[src/rtl/fifo_pkg.sv]
// rtl/fifo_pkg.sv - shared FIFO types and width helpers
package fifo_pkg;

  typedef enum logic {FIFO_STD, FIFO_FWFT} fifo_mode_e;

  function automatic int fifo_level_w(input int size);
    return $clog2(size + 1);
  endfunction

  function automatic int fifo_ptr_w(input int size);
    return (size > 2) ? $clog2(size) : 1;
  endfunction

endpackage

[src/rtl/fifo_mem.sv]
// rtl/fifo_mem.sv - FIFO storage: one synchronous write port, one asynchronous read port
module fifo_mem #(
  parameter int BITS = 32,
  parameter int SIZE = 16,
  parameter int AW   = 4
) (
  input  logic            clk,
  input  logic            wr_en,
  input  logic [AW-1:0]   wr_addr,
  input  logic [BITS-1:0] wr_data,
  input  logic [AW-1:0]   rd_addr,
  output logic [BITS-1:0] rd_data
);

  // Contents are deliberately not reset; validity is tracked by the pointers.
  logic [BITS-1:0] mem_q [SIZE];

  always_ff @(posedge clk) begin
    if (wr_en) begin
      mem_q[wr_addr] <= wr_data;
    end
  end

  assign rd_data = mem_q[rd_addr];

endmodule

[src/rtl/sync_fifo.sv]
// rtl/sync_fifo.sv - single-clock FIFO with thresholds, sticky errors, flush and STD/FWFT read
module sync_fifo
  import fifo_pkg::*;
#(
  parameter int         BITS     = 32,
  parameter int         SIZE     = 16,
  parameter fifo_mode_e MODE     = FIFO_STD,
  parameter int         AF_LEVEL = SIZE - 2,
  parameter int         AE_LEVEL = 2
) (
  input  logic                          clk,
  input  logic                          rst_n,
  input  logic                          clr,
  input  logic                          wr_en,
  input  logic [BITS-1:0]               wr_data,
  output logic                          wr_full,
  output logic                          wr_almost_full,
  output logic                          wr_overflow,
  input  logic                          rd_en,
  output logic [BITS-1:0]               rd_data,
  output logic                          rd_valid,
  output logic                          rd_empty,
  output logic                          rd_almost_empty,
  output logic                          rd_underflow,
  output logic [fifo_level_w(SIZE)-1:0] level
);

  localparam int LW = fifo_level_w(SIZE);
  localparam int PW = fifo_ptr_w(SIZE);

  localparam logic [LW-1:0] LVL_ONE  = LW'(1);
  localparam logic [LW-1:0] LVL_FULL = LW'(SIZE);
  localparam logic [LW-1:0] LVL_AF   = LW'(AF_LEVEL);
  localparam logic [LW-1:0] LVL_AE   = LW'(AE_LEVEL);
  localparam logic [PW-1:0] PTR_ONE  = PW'(1);
  localparam logic [PW-1:0] PTR_LAST = PW'(SIZE - 1);

  if (SIZE < 2 || AE_LEVEL < 0 || AE_LEVEL >= AF_LEVEL || AF_LEVEL > SIZE) begin : g_bad_params
    $fatal(1, "sync_fifo: illegal SIZE/AF_LEVEL/AE_LEVEL combination");
  end

  logic [PW-1:0]   wr_ptr_q, wr_ptr_d, rd_ptr_q, rd_ptr_d;
  logic [LW-1:0]   level_q, level_d;
  logic            full_q, full_d, empty_q, empty_d;
  logic            af_q, af_d, ae_q, ae_d;
  logic            ovf_q, ovf_d, udf_q, udf_d;
  logic [BITS-1:0] rd_data_q, rd_data_d;
  logic            rd_valid_q, rd_valid_d;
  logic [BITS-1:0] mem_rdata;
  logic            wr_acc, rd_acc;

  assign wr_acc = wr_en & ~full_q & ~clr;
  assign rd_acc = rd_en & ~empty_q & ~clr;

  always_comb begin
    wr_ptr_d   = wr_ptr_q;
    rd_ptr_d   = rd_ptr_q;
    level_d    = level_q;
    ovf_d      = ovf_q | (wr_en & full_q);
    udf_d      = udf_q | (rd_en & empty_q);
    rd_data_d  = rd_data_q;
    rd_valid_d = rd_acc;

    if (wr_acc) begin
      wr_ptr_d = (wr_ptr_q == PTR_LAST) ? '0 : wr_ptr_q + PTR_ONE;
    end
    if (rd_acc) begin
      rd_ptr_d  = (rd_ptr_q == PTR_LAST) ? '0 : rd_ptr_q + PTR_ONE;
      rd_data_d = mem_rdata;
    end
    case ({wr_acc, rd_acc})
      2'b10:   level_d = level_q + LVL_ONE;
      2'b01:   level_d = level_q - LVL_ONE;
      default: level_d = level_q;
    endcase

    if (clr) begin
      wr_ptr_d = '0;
      rd_ptr_d = '0;
      level_d  = '0;
      ovf_d    = 1'b0;
      udf_d    = 1'b0;
    end

    // Flags track the next-state level so they move in lockstep with it.
    full_d  = (level_d == LVL_FULL);
    empty_d = (level_d == '0);
    af_d    = (level_d >= LVL_AF);
    ae_d    = (level_d <= LVL_AE);
  end

  always_ff @(posedge clk or negedge rst_n) begin
    if (!rst_n) begin
      wr_ptr_q   <= '0;
      rd_ptr_q   <= '0;
      level_q    <= '0;
      full_q     <= 1'b0;
      empty_q    <= 1'b1;
      af_q       <= (AF_LEVEL == 0);
      ae_q       <= 1'b1;
      ovf_q      <= 1'b0;
      udf_q      <= 1'b0;
      rd_data_q  <= '0;
      rd_valid_q <= 1'b0;
    end else begin
      wr_ptr_q   <= wr_ptr_d;
      rd_ptr_q   <= rd_ptr_d;
      level_q    <= level_d;
      full_q     <= full_d;
      empty_q    <= empty_d;
      af_q       <= af_d;
      ae_q       <= ae_d;
      ovf_q      <= ovf_d;
      udf_q      <= udf_d;
      rd_data_q  <= rd_data_d;
      rd_valid_q <= rd_valid_d;
    end
  end

  fifo_mem #(
    .BITS (BITS),
    .SIZE (SIZE),
    .AW   (PW)
  ) u_mem (
    .clk     (clk),
    .wr_en   (wr_acc),
    .wr_addr (wr_ptr_q),
    .wr_data (wr_data),
    .rd_addr (rd_ptr_q),
    .rd_data (mem_rdata)
  );

  assign wr_full         = full_q;
  assign wr_almost_full  = af_q;
  assign wr_overflow     = ovf_q;
  assign rd_empty        = empty_q;
  assign rd_almost_empty = ae_q;
  assign rd_underflow    = udf_q;
  assign level           = level_q;
  assign rd_data         = (MODE == FIFO_FWFT) ? mem_rdata : rd_data_q;
  assign rd_valid        = (MODE == FIFO_FWFT) ? ~empty_q : rd_valid_q;

endmodule

[config.mk]
export PLATFORM = sky130hd
export DESIGN_NAME = sync_fifo
export DESIGN_NICKNAME = d
export VERILOG_FILES = /design/src/rtl/fifo_pkg.sv /design/src/rtl/fifo_mem.sv /design/src/rtl/sync_fifo.sv
export SDC_FILE = /design/constraint.sdc
export NUM_CORES = 1
export LEC_CHECK = 0
export ABC_AREA = 1
export CORE_MARGIN = 2
export CORE_UTILIZATION = 54
export DETAILED_ROUTE_END_ITERATION = 12
export DONT_BUFFER_PORTS = 1
export GPL_TIMING_DRIVEN = 0
export HOLD_SLACK_MARGIN = 0.1
export PLACE_DENSITY = 0.69
export RECOVER_POWER = 50
export SYNTH_ARGS = -nofsm -noshare
export SYNTH_HDL_FRONTEND = slang
export SYNTH_SLANG_ARGS = --single-unit
[constraint.sdc]
create_clock -name clk -period 4.5 [get_ports clk]
set_clock_uncertainty 0.2 [all_clocks]
set_input_delay 0.45 -clock clk [delete_from_list [all_inputs] [get_ports clk]]
set_output_delay 0.45 -clock clk [all_outputs]
set_load 0.005 [all_outputs]
== After elaboration in Yosys (flattened, before gate mapping) ==
Memory sizes are Yosys's and may differ from the RTL's. A register that Yosys moved wholly into a read port is not among the register bits.
Index checks and enable logic that the tools add are counted.
W data, S select, Z words.
Storage, ports and cells
  RAM bits: 512
  bits in registers: 20
  memories: 1
  input port bits: 37
Operators by class
  bitwise logic cells: 11
  multiplexer cells: 12
  magnitude comparators: 2
  add/subtract/negate cells: 4
  reductions and logical operators: 4
  equality and inequality tests: 5
Memories
  u_mem.mem_q: words 16, width 32, read ports 1, clocked after memory_dff 1, write ports 1, RTL line fifo_mem.sv:16  | logic [BITS-1:0] mem_q [SIZE];
Operators with widths (number)
  $mux W4: 6
  $pmux W5 S2: 1
  $add A4 B1 Y4 const B: 2
  $eq A4 B4 Y1 const B: 2
  $and A1 B1 Y1: 6
  $add A5 B1 Y5 const B: 1
  $eq A5 B5 Y1 const B: 1
  $ge A5 B4 Y1 const B: 1
  $le A5 B2 Y1 const B: 1
  $logic_not A5 Y1: 1
  $mux W5: 1
  $sub A5 B1 Y5 const B: 1
  $mux W1: 4
  $reduce_bool A2 Y1: 2
  $not A1 Y1: 3
  $eq A2 B1 Y1 const B: 1
  $eq A2 B2 Y1 const B: 1
  $or A1 B1 Y1: 2
  $logic_not A1 Y1: 1

== Logic depth before layout (Yosys ltp) ==
Gate-level depths: netlist of run 1.
  word-level depth: 7
  mapped depth: 16
  depth with buffers taken out: 16

== By module ==
Synthesis of run 1 repeated with hierarchy kept, for this count alone.
Unflattened totals
  cells, all modules: 2362
  area total of the unflattened synthesis: 24420.9 sq um
By module, submodules not included
  fifo_mem: cells each 2088, instances 1, area an instance 22089.9 sq um
  sync_fifo: cells each 274, instances 1, area an instance 2331.0 sq um

== Worst setup path after synthesis of run 1 ==
OpenSTA, ideal clock, no wires.
  kind: input to register
  from: input port wr_en
  to: memory u_mem.mem_q[8][0], enable pin
  stages: 4
  setup time: 0.461 ns
  arrival: 3.071 ns
  setup slack: 0.767 ns
  cells stage by stage: nand2_1 -> nor2_1 -> nand2_1 -> nor3_1
Between the ends
  cells in the longest elaborated chain, start to end: 4
Ends and longest elaborated chain
  start, declared: RTL line sync_fifo.sv:14  | input logic wr_en,
  $and A1 B1 Y1 (2 in a row): RTL line sync_fifo.sv:52  | assign wr_acc = wr_en & ~full_q & ~clr;
  $mux W1: RTL line fifo_mem.sv:19  | if (wr_en) begin
  $mux W1 (not written as such): RTL line fifo_mem.sv:20  | mem_q[wr_addr] <= wr_data;
  end, declared: RTL line fifo_mem.sv:16
Every way passes these cells.

== Worst setup path after layout of run 1 ==
  from: input port clr
  to: register full_q, in the netlist wr_full
Between the ends
  cells in the longest elaborated chain, start to end: 6
Ends and longest elaborated chain
  start, declared: RTL line sync_fifo.sv:13  | input logic clr,
  $not A1 Y1: RTL line sync_fifo.sv:52, sync_fifo.sv:53
  $and A1 B1 Y1, on equally long branches: RTL line sync_fifo.sv:53, sync_fifo.sv:52
  $eq A2 B1 Y1 / $eq A2 B2 Y1 (equally long branches): RTL line sync_fifo.sv:71  | case ({wr_acc, rd_acc})
  $pmux W5 S2: RTL line sync_fifo.sv:71
  $mux W5 *: RTL line sync_fifo.sv:77  | if (clr) begin
  net level_d[1]: RTL line sync_fifo.sv:43  | logic [LW-1:0] level_q, level_d;
  $eq A5 B5 Y1 *: RTL line sync_fifo.sv:86  | full_d = (level_d == LVL_FULL);
  net full_d: RTL line sync_fifo.sv:44  | logic full_q, full_d, empty_q, empty_d;
  end signal, assigned: RTL line sync_fifo.sv:109  | full_q <= full_d;
  end, declared: RTL line sync_fifo.sv:44
Mark *: on every way through the listed nets, which the timed path passes. The rest lies on a longest branch.
A chain may end at the register's enable or synchronous reset.

==> results.json, run 1 <==
{
  "power_frac_comb_pct": 16.4,
  "synth_nets": 1704,
  "grt_max_degree": 53,
  "peakVddDrop_mv": 0.349,
  "place_inst": 2229,
  "async_reset_ff_share_pct": 9.22,
  "portBuffers": 0,
  "cts_setup_buffers": 0,
  "dr_total_vias": 15300,
  "relSlewSlack_pct": 30.7,
  "maxSlewViolCount": 0,
  "gr-usage-met1_pct": 40.3,
  "synthesis.area_um2": 22300,
  "syn_inst": 1660,
  "slowest_delay_ns": 0.64,
  "gr-max-usage-layer": "met2",
  "grtUsageTotal_pct": 30.1,
  "yosysTopAreaCell": "edfxtp_1",
  "path_cells": "dlygate4sd3_1 > inv_1 > nand2_1 > inv_2 > clkbuf_1 > ha_1 > inv_1 > nor2_1 > nor3_1 > inv_1 > nand2_1 > nor2_1 > nand2_1 > nor2_1",
  "grt_antenna_before_repair": 1,
  "ys_warn_count": 0,
  "syn_to_final_growth_pct": 15.7,
  "grt_pass1_vias": 15300,
  "clockPowerShare_pct": 36.5,
  "vias_per_cell": 6.45,
  "p_sw_mw": 3.61,
  "dieArea_um2": 42800,
  "drc": 0,
  "routedWlPerCell_um": 27.5,
  "core-area_um2": 40700,
  "ys.flop_type": "edfxtp_1",
  "finalSetupViolCount": 0,
  "top_level_ports": 81,
  "die_width_um": 207,
  "cts-hold-fix-buffers": 37,
  "internal_power_mw": 9.34,
  "min_period_ns": 3.39,
  "grt_pass1_wl_um": 95500,
  "p_leak_nw": 8.65,
  "finalWirelength_um": 65300,
  "synth_top_area_share_pct": 69.1,
  "end_kind": "register",
  "start_util_pct": 54.6,
  "clock_latency_ns": 0.61,
  "ant_nets": 0,
  "fin_cells": 2372,
  "ys_seq_area_share_pct": 75.0,
  "synth-seq-cells": 564,
  "n_fill_cell": 2947,
  "post-route-util_pct": 63.2,
  "dieHeight_um": 207,
  "nNetsFinal": 1836,
  "synth_common_cells": "edfxtp_1, nor2_1, o21ai_0, nand3_1, o221ai_1",
  "tritoncts": "done",
  "ctsRootBufferMaster": "clkbuf_16",
  "ff2ff_setup_slack_ns": 1.30,
  "drv_cap": 0,
  "cts_max_level": 2,
  "hpwlAfterDp_um": 41700,
  "rows": 74,
  "drt_first_iter_violations": 2238,
  "gp_congestion": 0.819,
  "grt_util_met3_pct": 6.46,
  "ys_top_cells_by_area": "edfxtp_1, o21ai_0, dfrtp_1, nor2_1, o221ai_1",
  "multi_input_area_um2": 4850,
  "cts_buffers": 56,
  "start_kind": "input pin",
  "syn_area_per_cell_um2": 13.4,
  "switching_share_pct": 27.9,
  "synth_edf_count": 512,
  "drive_above_1_share_pct": 11.3,
  "overflow": 0,
  "rsz0062_at_grt": "false",
  "cts_resized": 0,
  "use_met2_pct": 49.0,
  "cts_sinks": 564,
  "crit_path_max_fanout": 10,
  "slowest_stage": "dlygate4sd3_1",
  "fmax_mhz": 295,
  "hold_viol": 0,
  "worstMarginPinSlew_ns": 1.03,
  "power.density_nw_per_um2": 503,
  "dr.pass1.iters": 6,
  "status": "finished, final reports clean",
  "p_seq_share_pct": 47.1,
  "yosysMostFrequentCell": "edfxtp_1",
  "finalCritPeriodShare_pct": 75.2,
  "path_class": "input pin to register",
  "seqCellArea_um2": 16700,
  "clk_pin_slew_ns": 0.06,
  "arrival_ns": 3.67,
  "ys_types": 30,
  "hp-class": "input pin to register",
  "crit_required_ns": 4.78,
  "cts_buffer_depth": 3
}
[cells in the final DEF, fill, tap and decap left out, types with 6 or more instances in the layout]
master,instances
a21oi_1,49
buf_1,7
buf_2,31
buf_6,43
clkbuf_1,71
clkbuf_16,57
clkbuf_8,13
clkinv_2,10
dfrtp_1,50
dlygate4sd3_1,36
edfxtp_1,512
ha_1,7
inv_1,51
nand2_1,57
nand3_1,89
nor2_1,264
nor2_2,11
nor2_4,6
nor3_2,10
o21a_1,32
o21ai_0,263
o21ai_1,23
o221ai_1,86
o22ai_1,23
[critical path: cells and delay by family]
| kind | cells | cell delay [ns] |
|---|---|---|
| buffers and inverters | 6 | 1.96 |
| adder cells (fa/ha/maj) | 1 | 0.43 |
| AND/OR/NAND/NOR | 7 | 0.83 |
[layout make-up]
type | instances | area share, %
Inverter | 53 | 0.782
Timing Repair Buffer | 74 | 3.40
Sequential cell | 564 | 64.8
Clock buffer | 86 | 6.47
Buffer | 114 | 2.39
Multi-Input combinational cell | 929 | 18.8
Tap cell | 532 | 2.58
Antenna cell | 2 | 0.0194
Clock inverter | 18 | 0.753
[kinds of logic (layout without fill, tap and decap cells)]
group           after synthesis  count (layout)  synth area share (%)
compound gates              477             477                  12.7
buf+inv                     167             345                  3.67
fa+ha+maj                     7               7                 0.394
flops                       564             564                  75.0
other cells                   0               2                     0
simple gates                443             443                  8.23
xor+xnor                      2               2                0.0787
[per-layer routing]
metal	share of wire (%)	wire length, um
met1	36	23700
met2	48	31400
met3	12	8110
met4	3.2	2110
met5	0	0
[power by group through the flow]
stage | sequential, mW | combinational, mW | clock, mW
detailed placement | 6.21 | 1.95 | 0
floorplan | 6.17 | 1.24 | 0
global placement | 6.21 | 1.87 | 0
CTS | 6.10 | 2.07 | 4.72
global route | 6.12 | 2.28 | 4.92
finish | 6.10 | 2.13 | 4.73
[path summary, 6_finish.rpt]
kind / from / end / depth (start not counted)
max: clr / wr_full / 14
min: rd_en / rd_valid / 4
max reg2reg: rd_empty / wr_full / 13
min reg2reg: rd_data[23] / rd_data[23] / 1
max in group asynchronous: rst_n / rd_empty / 2
min in group asynchronous: rst_n / rd_ptr_q[2] / 2
[state kept, by name, summed over array words and instances (netlist names)]
| name | count |
|---|---|
| wr_ptr_q | 4 |
| rd_data | 32 |
| rd_ptr_q | 4 |
| u_mem.mem_q | 512 |
| wr_full | 1 |
| rd_empty | 1 |
| rd_underflow | 1 |
| rd_valid | 1 |
| level | 5 |
| rd_almost_empty | 1 |
| wr_overflow | 1 |
| wr_almost_full | 1 |
[metrics by stage]
stage	hold slack, ns	cell area [um2]	setup TNS [ns]	total power, mW	worst slack (ns)
final	0.136	25800	0	13.0	1.11
after global routing	0.157	25800	0	13.3	0.845
after CTS	0.127	25700	0	12.9	1.27
after detailed placement	-0.0430	23500	0	8.16	1.28
after global placement	-0.0431	22900	-510.25	8.08	-1.83
after floorplan	-0.0456	22300	0	7.41	0.767
No activity file was read; power rests on OpenSTA's default activity.
==> run 2, diff against run 1 <==
==> constraint.sdc (replaced) <==
create_clock -name clk -period 3.3 [get_ports clk]
set_clock_uncertainty 0.2 [all_clocks]
set_input_delay 0.33 -clock clk [delete_from_list [all_inputs] [get_ports clk]]
set_output_delay 0.33 -clock clk [all_outputs]
set_load 0.005 [all_outputs]
==> run 2 against run 1 <==
Against the previous run:
- combinational power rose by 35%
- non-clock buffer count rose by 1
- final cell count fell by 0.13%
- critical path depth fell by 8
- utilization fell by 0.14 points
- worst hold slack improved by 0.14 ns
- sequential power rose by 36%
- global-route usage barely moved
- die area did not move
- via count fell by 0.52%
==> results.json, run 2 (synthesis gave the netlist of run 1 again) <==
{
  "clockPowerShare_pct": 35.5,
  "finalWirelength_um": 65000,
  "layout_common_cells": "edfxtp_1, nor2_1, o21ai_0, nand3_1, o221ai_1",
  "cts_buffer_depth": 3,
  "internal_power_mw": 12.5,
  "ant_nets": 0,
  "hpwlAfterDp_um": 41900,
  "largest_register_ffs": 512,
  "grt_antenna_before_repair": 1,
  "start_util_pct": 54.6,
  "grt_pass1_vias": 14900,
  "syn_to_final_growth_pct": 15.5,
  "clk_pin_slew_ns": 0.06,
  "portBuffers": 0,
  "hp-start": "rd_en",
  "crit_required_ns": 3.58,
  "n_fill_cell": 3017,
  "worstReg2RegStart": "rd_ptr_q[2]",
  "grt_pass1_wl_um": 95500,
  "core-area_um2": 40700,
  "top_register": "u_mem.mem_q",
  "power.density_nw_per_um2": 675,
  "ff2ff_setup_slack_ns": 0.46,
  "rows": 74,
  "dr.pass1.iters": 5,
  "top_layer": "met4",
  "gp_congestion": 0.836,
  "placed_area_um2": 23600,
  "peakVddDrop_mv": 0.424,
  "power_frac_comb_pct": 16.6,
  "rsz0062_at_grt": "false",
  "grt_max_degree": 34,
  "dr_total_vias": 15200,
  "final_common_cell": "edfxtp_1",
  "top_level_ports": 81,
  "cts_setup_buffers": 0,
  "clock_latency_ns": 0.61,
  "hold_depth": 3,
  "relSlewSlack_pct": 13.2,
  "path_class": "register to register",
  "drv_cap": 0,
  "hold_viol": 0,
  "hold_end": "rd_underflow",
  "power_mw": 17.4,
  "min_period_ns": 2.84,
  "routedWlPerCell_um": 27.4,
  "drt-met1-wl_um": 24600,
  "final_area_um2": 25700,
  "p_sw_mw": 4.83,
  "switching_share_pct": 27.8,
  "tritoncts": "done",
  "vias_per_cell": 6.42,
  "hp-class": "input pin to register",
  "nNetsFinal": 1836,
  "finalCritPeriodShare_pct": 86.1,
  "cts_sinks": 564,
  "fmax_mhz": 352,
  "wl_met3_um": 7660,
  "status": "finished, final reports clean",
  "p_leak_nw": 8.61,
  "maxSlewViolCount": 0,
  "whs_ns": 0.274,
  "die_width_um": 207,
  "r2r-end": "rd_data[0]",
  "ctsRootBufferMaster": "clkbuf_16",
  "dieHeight_um": 207,
  "overflow": 0,
  "start_kind": "register",
  "route.met2.wl_um": 30200,
  "grtUsageTotal_pct": 30.1,
  "reg2regPathDepth": 6,
  "end_kind": "register",
  "place_inst": 2229,
  "cts_buffers": 55,
  "dieArea_um2": 42800,
  "drc": 0,
  "arrival_ns": 3.12,
  "drive_above_1_share_pct": 10.8,
  "drt_first_iter_violations": 2179,
  "crit_path_max_fanout": 10,
  "finalSetupViolCount": 0,
  "worstMarginPinSlew_ns": 1.30,
  "cts_max_level": 2,
  "p_seq_share_pct": 47.9,
  "fin_cells": 2369
}
## run 2: cell types whose count changed in the layout (fill, tap and decap cells not counted), moves of 2 or more
cell,before,now
clkbuf_1,71,73
buf_6,43,38
clkinv_2,10,5
inv_6,0,2
nor3_4,0,2
clkbuf_8,13,8
clkinv_1,2,7
buf_16,3,5
clkbuf_16,57,55
nor3_2,10,8
clkbuf_2,1,3
## run 2: final cells by class
type	count	area (um2)	share of cell area, %
sequential	564	16700	64.9
multi-input combinational	929	4870	18.9
clock buffer	82	1560	6.06
timing repair buffer	76	917	3.57
tap	532	666	2.59
buffer	113	611	2.38
inverter	53	201	0.784
clock inverter	19	196	0.764
antenna	1	2.50	0.00974
## run 2: metrics by stage
stage                     utilization (%)  setup WS [ns]  setup TNS, ns
after floorplan                         -         -0.416         -93.97
after global placement               56.3          -3.07       -1008.63
after detailed placement             57.8          0.149              0
after CTS                            63.2          0.138              0
after global routing                 63.1          0.344              0
final                                63.1          0.458              0
## run 2: power by group through the flow
stage / Combinational, mW / Sequential [mW] / Clock, mW
after detailed placement: 2.66 / 8.47 / 0
final: 2.88 / 8.31 / 6.17
after global routing: 3.08 / 8.35 / 6.44
after CTS: 2.83 / 8.32 / 6.19
after global placement: 2.57 / 8.47 / 0
after floorplan: 1.69 / 8.41 / 0
## run 2: layer usage
metal  vias to the layer above  global-route usage (%)
li1                       6474                       -
met1                      7549                    41.7
met3                       152                    5.53
met5                         -                       0
met4                         0                    13.1
met2                      1037                    47.2
## run 2: repair_timing
action,CTS,global route
endpoints found under the hold margin,579,0
resized for setup,0,0
setup endpoints to repair,0,4
hold buffers,39,0
## run 2: worst max path at each step
stage / start / to / slack [ns] / cells past startpoint
2_1_floorplan: wr_full / u_mem.mem_q[2][0] / -0.42 / 5
3_3_place_gp: wr_full / u_mem.mem_q[7][20] / -3.07 / 5
3_5_place_dp: rd_empty / wr_full / 0.15 / 13
4_1_cts: rd_empty / wr_full / 0.14 / 13
5_1_grt: rst_n / wr_almost_full / 0.34 / 4
6_report: rd_ptr_q[2] / rd_data[0] / 0.46 / 6
## run 2: critical path, stage by stage (launching register included)
cell and delay [ns]:
dfrtp_1 0.36, clkbuf_1 0.73, clkbuf_1 0.63, o221ai_1 0.25
nand3_1 0.22, nand3_1 0.17, o21a_1 0.16
==> run 3, diff against run 2 <==
--- a/config.mk
+++ b/config.mk
@@ -13,7 +13,7 @@
 export GPL_TIMING_DRIVEN = 0
 export HOLD_SLACK_MARGIN = 0.1
 export PLACE_DENSITY = 0.69
-export RECOVER_POWER = 50
+export RECOVER_POWER = 25
 export SYNTH_ARGS = -nofsm -noshare
 export SYNTH_HDL_FRONTEND = slang
 export SYNTH_SLANG_ARGS = --single-unit
==> run 3 against run 2 <==
Against the previous run:
- total power barely moved
- critical path depth stayed put
- sequential power barely moved
- via count grew 0.11%
- worst setup slack improved by 0.0010 ns
- non-clock buffer count did not move
- critical endpoint unchanged
- die area stayed put
- register-to-register slack about the same
- utilization increased by 0.092 points
==> results.json, run 3 (synthesis gave the netlist of run 1 again) <==
{
  "status": "finished, final reports clean",
  "maxSlewViolCount": 0,
  "syn_to_final_growth_pct": 15.6,
  "tritoncts": "done",
  "routedWlPerCell_um": 27.4,
  "arrival_ns": 3.12,
  "rows": 74,
  "top_register": "u_mem.mem_q",
  "min_period_ns": 2.84,
  "dr.pass1.iters": 5,
  "finalWirelength_um": 65000,
  "grt_pass1_wl_um": 95500,
  "power.density_nw_per_um2": 675,
  "cts_max_level": 2,
  "p_leak_nw": 8.63,
  "fmax_mhz": 352,
  "portBuffers": 0,
  "cts_sinks": 564,
  "path_cells": "clkbuf_1 > clkbuf_1 > o221ai_1 > nand3_1 > nand3_1 > o21a_1",
  "start_kind": "register",
  "vias_per_cell": 6.43,
  "overflow": 0,
  "worstMarginPinSlew_ns": 1.09,
  "rsz0062_at_grt": "false",
  "drt_first_iter_violations": 2212,
  "clk_pin_slew_ns": 0.07,
  "worstReg2RegStart": "rd_ptr_q[2]",
  "largest_register_ffs": 512,
  "crit_path_max_fanout": 10,
  "dr_total_vias": 15200,
  "preCtsSetupSlack_ns": 0.149,
  "hold_depth": 3,
  "clock_latency_ns": 0.61,
  "grt_pass1_vias": 14900,
  "hpwlAfterDp_um": 41900,
  "finalCritPeriodShare_pct": 86.1,
  "ctsRootBufferMaster": "clkbuf_16",
  "reg2regPathDepth": 6,
  "cts_setup_buffers": 0,
  "relSlewSlack_pct": 26.7,
  "hp-start": "rd_en",
  "cts_buffers": 55,
  "finalWorstSetupSlack_ns": 0.459,
  "dieHeight_um": 207,
  "gp_congestion": 0.836,
  "dieArea_um2": 42800,
  "peakVddDrop_mv": 0.422,
  "end_kind": "register",
  "die_width_um": 207,
  "slowest_delay_ns": 0.72,
  "drc": 0,
  "top_level_ports": 81,
  "path_class": "register to register",
  "core-area_um2": 40700,
  "start_util_pct": 54.6,
  "final_common_cell": "edfxtp_1",
  "slowest_stage": "clkbuf_1",
  "drive_above_1_share_pct": 10.8,
  "grt_max_degree": 34,
  "finalSetupViolCount": 0,
  "power_mw": 17.4,
  "nNetsFinal": 1836,
  "crit_start": "rd_ptr_q[2]",
  "ant_nets": 0,
  "grtUsageTotal_pct": 30.1,
  "drv_cap": 0,
  "n_fill_cell": 3014,
  "crit_required_ns": 3.58,
  "hp-class": "input pin to register",
  "grt_antenna_before_repair": 1,
  "hold_viol": 0,
  "cts_buffer_depth": 3,
  "layout_common_cells": "edfxtp_1, nor2_1, o21ai_0, nand3_1, o221ai_1"
}
-- run 3: final timing paths --
kind / to / slack [ns]
max: rd_data[0] / 0.46
min: rd_underflow / 0.27
max reg2reg: rd_data[0] / 0.46
min reg2reg: rd_data[31] / 0.31
max in group asynchronous: wr_ptr_q[3] / 1.87
min in group asynchronous: rd_data[24] / 0.61
-- run 3: cell type report --
cell class / instances / area [um2] / area share (%)
clock buffers: 82 / 1560 / 6.05
repair buffers: 76 / 955 / 3.71
plain buffers: 113 / 611 / 2.37
flip-flops and latches: 564 / 16700 / 64.8
clock inverters: 19 / 196 / 0.763
multi-input cells: 929 / 4870 / 18.9
well taps: 532 / 666 / 2.59
diodes: 1 / 2.50 / 0.00972
inverters: 53 / 201 / 0.783
-- run 3: where the power goes --
group / switching, mW / leakage (nW) / internal, mW
combinational: 2.02 / 2.55 / 0.866
clock: 2.61 / 0.854 / 3.56
sequential: 0.211 / 5.22 / 8.10
-- run 3: per-layer routing --
metal	vias up	routed length, um	track usage, %
met4	0	2680	13.1
li1	6470	-	-
met3	167	7320	5.53
met1	7530	25000	41.7
met2	1062	30000	47.2
met5	-	0	0
-- run 3: what timing repair did --
| item | 4_1_cts | 5_1_grt |
|---|---|---|
| gates resized for setup | 0 | 0 |
| setup endpoints to repair | 0 | 4 |
| hold buffers | 39 | 0 |
| endpoints found under the hold margin | 579 | 0 |
-- run 3: worst max-delay path: cells and delay by family, from the launching register on --
kind | cells | cell delay (ns)
buffers and inverters | 2 | 1.35
AOI/OAI and AO/OA | 2 | 0.42
DFF | 1 | 0.36
and+or+nand+nor | 2 | 0.39
-- run 3: metrics by stage --
step            TNS, ns  instance area, um2  std cells  util, %  hold slack, ns
2_1_floorplan    -93.97               22300       1660        -          -0.166
3_3_place_gp   -1008.63               22900       2192     56.3          -0.162
3_5_place_dp          0               23600       2229     57.8          -0.161
4_1_cts               0               25700       2369     63.2           0.250
5_1_grt               0               25700       2369     63.2           0.290
6_report              0               25700       2369     63.2           0.272
